<file path="config.mk">
export PLATFORM = sky130hd
export DESIGN_NAME = uart_rx_frame_sequencer
export DESIGN_NICKNAME = d
export VERILOG_FILES = /design/src/rtl/uart_rx_frame_sequencer.sv
export SDC_FILE = /design/constraint.sdc
export NUM_CORES = 1
export LEC_CHECK = 0
export BUFFER_PORTS_ARGS = -buffer_cell sky130_fd_sc_hd__buf_2
export CORE_UTILIZATION = 55
export DETAILED_ROUTE_END_ITERATION = 7
export GPL_ROUTABILITY_DRIVEN = 0
export PLACE_DENSITY = 0.82
export SLEW_MARGIN = 15
export SYNTH_ARGS = -nofsm -noshare
export SYNTH_HDL_FRONTEND = slang
export SYNTH_SLANG_ARGS = --single-unit
</file>
<file path="constraint.sdc">
create_clock -name clk -period 3.2 [get_ports clk]
set_input_delay 0.64 -clock clk [delete_from_list [all_inputs] [get_ports clk]]
set_output_delay 0.64 -clock clk [all_outputs]
set_load 0.02 [all_outputs]
</file>
<file path="src/rtl/uart_rx_frame_sequencer.sv">
// UART receive frame sequencer: walks START/DATA/PARITY/STOP fields
// with its own oversampling edge counter and per-frame config shadows.
module uart_rx_frame_sequencer #(
    parameter int MAX_DATA_BITS = 8,
    parameter int PRESCALE_W    = 6
) (
    input  logic                  clk,
    input  logic                  rst,
    input  logic                  en,
    input  logic [PRESCALE_W-1:0] prescale,
    input  logic [3:0]            data_bits,
    input  logic                  par_en,
    input  logic                  stop2,
    output logic [2:0]            field,
    output logic [PRESCALE_W-1:0] edge_count,
    output logic [3:0]            bit_count,
    output logic [3:0]            bit_index,
    output logic                  sample_win,
    output logic                  bit_tick,
    output logic                  frame_done
);

    typedef enum logic [2:0] {
        F_IDLE   = 3'd0,
        F_START  = 3'd1,
        F_DATA   = 3'd2,
        F_PARITY = 3'd3,
        F_STOP1  = 3'd4,
        F_STOP2  = 3'd5
    } field_e;

    localparam logic [3:0] MAX_DB = 4'(MAX_DATA_BITS);
    localparam logic [3:0] DEF_DB = (MAX_DATA_BITS < 8) ? MAX_DB : 4'd8;
    localparam logic [PRESCALE_W-1:0] MIN_PS = PRESCALE_W'(4);
    localparam logic [PRESCALE_W-1:0] DEF_PS = PRESCALE_W'(16);

    field_e                r_field;
    logic [PRESCALE_W-1:0] r_edge;
    logic [3:0]            r_bit_cnt;
    logic [3:0]            r_bit_idx;
    logic [PRESCALE_W-1:0] r_ps_q;
    logic [3:0]            r_db_q;
    logic                  r_par_q;
    logic                  r_stop2_q;

    logic                  w_active;
    logic                  w_tick;
    logic                  w_last;
    logic                  w_done;
    logic                  w_load;
    logic [PRESCALE_W-1:0] w_mid;
    logic [PRESCALE_W-1:0] w_ps_clamp;
    logic [3:0]            w_db_clamp;

    assign w_active = (r_field != F_IDLE);
    assign w_tick   = en && w_active &&
                      (r_edge == r_ps_q - PRESCALE_W'(1));
    assign w_last   = (r_field == F_STOP2) ||
                      ((r_field == F_STOP1) && !r_stop2_q);
    assign w_done   = w_tick && w_last;
    assign w_load   = !w_active || w_done;
    assign w_mid    = r_ps_q >> 1;

    assign w_ps_clamp = (prescale < MIN_PS) ? MIN_PS : prescale;
    assign w_db_clamp = (data_bits < 4'd5)  ? 4'd5 :
                        (data_bits > MAX_DB) ? MAX_DB : data_bits;

    assign field      = r_field;
    assign edge_count = r_edge;
    assign bit_count  = r_bit_cnt;
    assign bit_index  = r_bit_idx;
    assign bit_tick   = w_tick;
    assign frame_done = w_done;
    assign sample_win = w_active &&
                        (r_edge >= w_mid - PRESCALE_W'(1)) &&
                        (r_edge <= w_mid + PRESCALE_W'(1));

    // Capture clamped config between frames; held steady mid-frame.
    always_ff @(posedge clk or negedge rst) begin
        if (!rst) begin
            r_ps_q    <= DEF_PS;
            r_db_q    <= DEF_DB;
            r_par_q   <= 1'b0;
            r_stop2_q <= 1'b0;
        end else if (w_load) begin
            r_ps_q    <= w_ps_clamp;
            r_db_q    <= w_db_clamp;
            r_par_q   <= par_en;
            r_stop2_q <= stop2;
        end
    end

    // Field state machine with edge, bit and data-index counters.
    always_ff @(posedge clk or negedge rst) begin
        if (!rst) begin
            r_field   <= F_IDLE;
            r_edge    <= '0;
            r_bit_cnt <= '0;
            r_bit_idx <= '0;
        end else if (!en) begin
            r_field   <= F_IDLE;
            r_edge    <= '0;
            r_bit_cnt <= '0;
            r_bit_idx <= '0;
        end else if (!w_active) begin
            r_field   <= F_START;
            r_edge    <= '0;
            r_bit_cnt <= '0;
            r_bit_idx <= '0;
        end else if (w_tick) begin
            r_edge <= '0;
            if (w_last) begin
                r_field   <= F_START;
                r_bit_cnt <= '0;
                r_bit_idx <= '0;
            end else begin
                r_bit_cnt <= r_bit_cnt + 4'd1;
                unique case (r_field)
                    F_START: begin
                        r_field   <= F_DATA;
                        r_bit_idx <= '0;
                    end
                    F_DATA: begin
                        if (r_bit_idx < r_db_q - 4'd1) begin
                            r_bit_idx <= r_bit_idx + 4'd1;
                        end else begin
                            r_bit_idx <= '0;
                            r_field   <= r_par_q ? F_PARITY : F_STOP1;
                        end
                    end
                    F_PARITY: r_field <= F_STOP1;
                    F_STOP1:  r_field <= F_STOP2;
                    default: begin
                        r_field   <= F_IDLE;
                        r_bit_idx <= '0;
                    end
                endcase
            end
        end else begin
            r_edge <= r_edge + PRESCALE_W'(1);
        end
    end

endmodule

</file>
Word-level counts from Yosys, hierarchy flattened
Index checks and enable logic that the tools add are counted.
- bits in registers: 29
- bits of input ports: 15
- output and inout bits: 20
- word-level logic and storage cells: 67
- add/sub/neg operators: 7
- order comparisons: 6
- equality and inequality tests: 9
- mux-type cells: 23
- reductions and logical operators: 14
- operator list (cell ; count):
    2-to-1 mux 4 bit ; 11
    2-to-1 mux 6 bit ; 4
    2-to-1 mux 3 bit ; 6
    one-hot mux 3 bit (4 select lines) ; 1
    adder 4 x 1 -> 4 bit (second input constant) ; 2
    one-hot mux 4 bit (2 select lines) ; 1
    adder 5 x 1 -> 6 bit (second input constant) ; 1
    adder 6 x 1 -> 6 bit (second input constant) ; 1
    equality test 3 x 2 -> 1 bit (second input constant) ; 2
    equality test 3 bit (second input constant) ; 2
    equality test 6 bit ; 1
    greater-or-equal comparator 6 bit ; 1
    <= comparator 6 bit ; 1
    logical AND 1 bit ; 6
    less-than comparator 6 x 3 -> 1 bit (second input constant) ; 1
    subtractor 5 x 1 -> 6 bit (second input constant) ; 1
    subtractor 6 x 1 -> 6 bit (second input constant) ; 1
    inequality test 5 bit (second input constant) ; 1
    greater-than comparator 4 bit (second input constant) ; 1
    less-than comparator 4 x 3 -> 1 bit (second input constant) ; 1
    less-than comparator 4 bit ; 1
    inequality test 4 x 3 -> 1 bit (second input constant) ; 1
    AND reduction 2 bit ; 2
    subtractor 4 x 1 -> 4 bit (second input constant) ; 1
    6 further kinds ; 8

Logic depth before layout (Yosys ltp)
- word-level depth: 8
- mapped depth: 10
- gate-level depth less buffers: 10

Worst setup path after synthesis
No wires, ideal clock.
- kind: flip-flop to output port
- start point: reg r_ps_q[2]
- end point: out sample_win
- arrival: 2.297 ns
- data required time: 2.560 ns
- setup slack: 0.263 ns
- stages on the path, launching flop included: 11
- path buffers: 0
- path through: dfrtp_1 -> inv_1 -> ha_1 -> inv_1 -> ha_1 -> nor2b_1 -> o21a_1 -> o21a_1 -> o21ai_0 -> a21oi_1 -> a211oi_1
- cells in the longest elaborated chain, start to end: 4
- elaborated cells on any way between the ends: 6
- those cells by class: add/sub (2); order compare (2); reduce/logical (2)
- ends and longest elaborated chain (item ; RTL line ; text):
    start: declaration ; 41 ; logic [PRESCALE_W-1:0] r_ps_q;
    start signal: assignment ; 86 ; r_ps_q <= w_ps_clamp;
    subtractor 5 x 1 -> 6 bit ; 75 ; (r_edge >= w_mid - PRESCALE_W'(1)) &&
    greater-or-equal comparator 6 bit ; 75 ;
    logical AND 1 bit ; 74 ; assign sample_win = w_active &&
    logical AND 1 bit (*) ; 75 ;
    end: declaration ; 18 ; output logic sample_win,
Mark *: on every way between the ends. The rest lies on a longest branch, timed or not.

Worst setup path after layout
- start point: reg r_ps_q[1]
- end point: out sample_win
Same word-level chain as after synthesis.

==> summary.md <==
| Metric | Value |
|---|---|
| Crit start category | register |
| Register area share after synthesis | 0.355 |
| Core footprint | about 3400 µm² |
| Drt pass-1 iters | 5 |
| Synth top area share | 0.329 |
| Crit-path cells | inv_2, ha_4, inv_1, ha_1, nor2b_1, o21a_1, o21a_1, o21ai_1, a21oi_1, a211oi_1, buf_2 |
| Worst Path Buf+Inv | 3 |
| CTS tree | yes |
| Final setup viols | 0 |
| Synth Net Count | between 200 and 300 |
| CP top delay family | compound AO/OA/AOI/OAI gates |
| Clock skew | approximately 7.0 ps |
| Outcome | completed |
| Worst Setup SP | r_ps_q[1] |
| Crit path required time | ~2600 ps |
| WL/cell | about 14 µm |
| Crit. End Element | output pin |
| Synthesis-stage register bit count | 29 |
| Top cell types by occurrence after synthesis | dfrtp_1 (27), ha_1 (22), nor2_1 (19) |
| Worst Reg-to-Reg Cells | 8 |
| Antenna Diode Count | 0 |
| # nets final | between 200 and 300 |
| Final worst slack | ~170 ps |
| EDFF count, synth | 0 |
| Port Buffer Count | 34 |
| Hold Path Class | in2async |
| Power per cell area | about 530 nW/µm² |
| Chip height | between 60 and 70 µm |
| Slew Limit Fails | 0 |
| Via density | 5.54 |
| Worst setup path endpoint | sample_win |
| Worst path depth | 11 |
| Setup TNS | 0 ps |
| Ranking of synthesized cells by area | dfrtp_1 (33%), ha_1 (13%), mux2_2 (5.5%) |
| Drt first-iter violations | a little under 100 |
| Final wirelength | ~4200 µm |
| First-pass GRT wire length | 7290 µm |
| Root Buffer | clkbuf_8 |
| All-Layer GR Usage | 0.234 |
| Cts bufs inserted | 5 |
| Pre-CTS setup slack | about 310 ps |
| Syn. warnings | 0 |
| Clk buf depth | 2 |
| Initial core utilization | 0.596 |
| Max VDD drop | 0.315 mV |
| Slew @ Worst Pin | between 600 and 700 ps |
| I/O pin total | 35 |
| Largest net degree at the start of global routing | 30 |
| R2R Path End | bit_count[2] |
| Mapped Area | ~2100 µm² |
| H-Tree Level Count | 2 |
| Worst r2r src | r_ps_q[2] |
| Hold_buf cts | 0 |
| Register area | 729 µm² |
| Post-layout min period | just over 3000 ps |
| RSZ-0062 raised after global routing | false |
| Residual DRC count | 0 |
| Worst-path clk slew | ~60 ps |
| Slowest cell on the critical path | dfrtp_1 |
| P&R area growth vs syn | 16.7% |
| CP peak stage delay | around 420 ps |
| Normalized max-slew margin | 0.578 |
| Maximum Capacitance Violations | 0 |
| Die X | approximately 63 µm |
| Worst-Skew Late Latency | 280 ps |
| DP HPWL | 3140 µm |
| Mapped Cells | between 200 and 250 |
| Critical-path maximum fanout | 5 |
| CP Class | reg2out |
| Num rows | 21 |
| Grt ovf | 0 |
| Post-DRT Antenna Nets | 0 |
| Hold slack | approximately 370 ps |
| Share of layout cells above drive strength 1 | 0.256 |
| Async SR Flop Fraction | 1.00 |
| Initial antenna violation count | 0 |
| Post-synth top area cell | dfrtp_1 |
| Critical path arrival | approximately 2400 ps |
| P_leak | approximately 1.2 nW |
| Vias | 1,685 |
| Multi-input logic area | 1250 µm² |
| Distinct cells, synth | between 40 and 50 |
| Fin. Hold Viols | 0 |
| Syn avg cell area | around 9.5 µm² |
| Worst reg2reg setup slack | about 680 ps |
| Final critical-path share of the clock period | 0.945 |
| Peak Freq | around 0.33 GHz |
| Most frequent cell after synthesis | dfrtp_1 |
| Number of global-route vias before repair | approximately 1,700 |
| Die footprint | 3980 µm² |
| Layout filler cell count | about 270 |
| Clk sink count | 29 |
| Ys flop type | dfrtp_1 |
| Cell mode on critical path | o21a_1 |
==> cells in the final DEF, fill, tap and decap left out, types with 2 or more instances in the layout <==
cell type  instances
a21oi_1           12
mux2i_1            5
nor2_1            19
o21ai_0            9
a31oi_1            2
nand2b_1           4
inv_1             11
clkbuf_8           6
xnor2_1           11
buf_4              7
nand3b_1           2
a21o_1             2
nand3_1            8
xor2_1             7
nor4_1             2
mux2_2            10
nor3_1             6
buf_2             34
dfstp_2            2
clkbuf_1           2
o21a_1             2
nand4_1            3
o211ai_1           2
a211oi_1           2
nor2b_1            7
dfrtp_1           26
nand2_1           10
and3_1             6
ha_1              21
==> per-layer routing <==
layer	up-vias	global-route usage	share of wire
met2	44	0.403	0.50
met5	-	0	0
li1	844	-	-
met3	7	0.0489	0.041
met1	790	0.282	0.45
met4	0	0.0930	0.012
==> through the flow <==
| step | power, mW | cells | cell area (µm²) | utilization |
|---|---|---|---|---|
| 2_1_floorplan | 0.839 | 215 | 2050 | - |
| 3_3_place_gp | 0.921 | 292 | 2260 | 0.656 |
| 3_5_place_dp | 0.944 | 292 | 2260 | 0.656 |
| 4_1_cts | 1.25 | 300 | 2350 | 0.683 |
| 5_1_grt | 1.37 | 304 | 2390 | 0.695 |
| 6_report | 1.28 | 304 | 2390 | 0.695 |
==> cell families (layout without fill, tap and decap cells) <==
logic type	count (synthesis)	after routing	share of synthesized area
AND/OR/NAND/NOR	74	74	0.192
AO/OA/AOI/OAI	39	39	0.121
flip-flops	29	29	0.355
adder cells (fa/ha/maj)	22	22	0.134
XOR/XNOR	18	18	0.0769
buffers and inverters	18	61	0.0421
multiplexers	15	15	0.0793
==> worst min-delay path by stage <==
stage	start	endpoint
CTS	rst	r_db_q[2]
global placement	r_stop2_q	r_stop2_q
floorplan	rst	bit_count[0]
detailed placement	r_stop2_q	r_stop2_q
global route	rst	bit_count[0]
finish	rst	edge_count[1]
==> area by class of cell <==
cell class,instances,area share
inverters,12,0.0188
well taps,46,0.0240
clock buffers,8,0.0376
multi-input cells,168,0.522
flip-flops and latches,29,0.305
repair buffers,41,0.0930
==> power by group <==
part           switching, mW  internal [mW]  total (mW)  leakage, nW
clock network          0.135          0.175       0.310       0.0455
registers             0.0741          0.419       0.493        0.374
logic                  0.238          0.238       0.476        0.731
==> flip-flops by register name, summed over array words and instances (netlist names) <==
name and cells:
bit_index 4, edge_count 6, r_db_q 4, field 3, r_ps_q 6, bit_count 4
r_stop2_q 1, r_par_q 1
==> timing repair <==
item                       in CTS  in global routing
resized for setup               0                  4
setup endpoints to repair       0                  1
setup buffers                   0                  4
(Power assumes the default switching activity.)
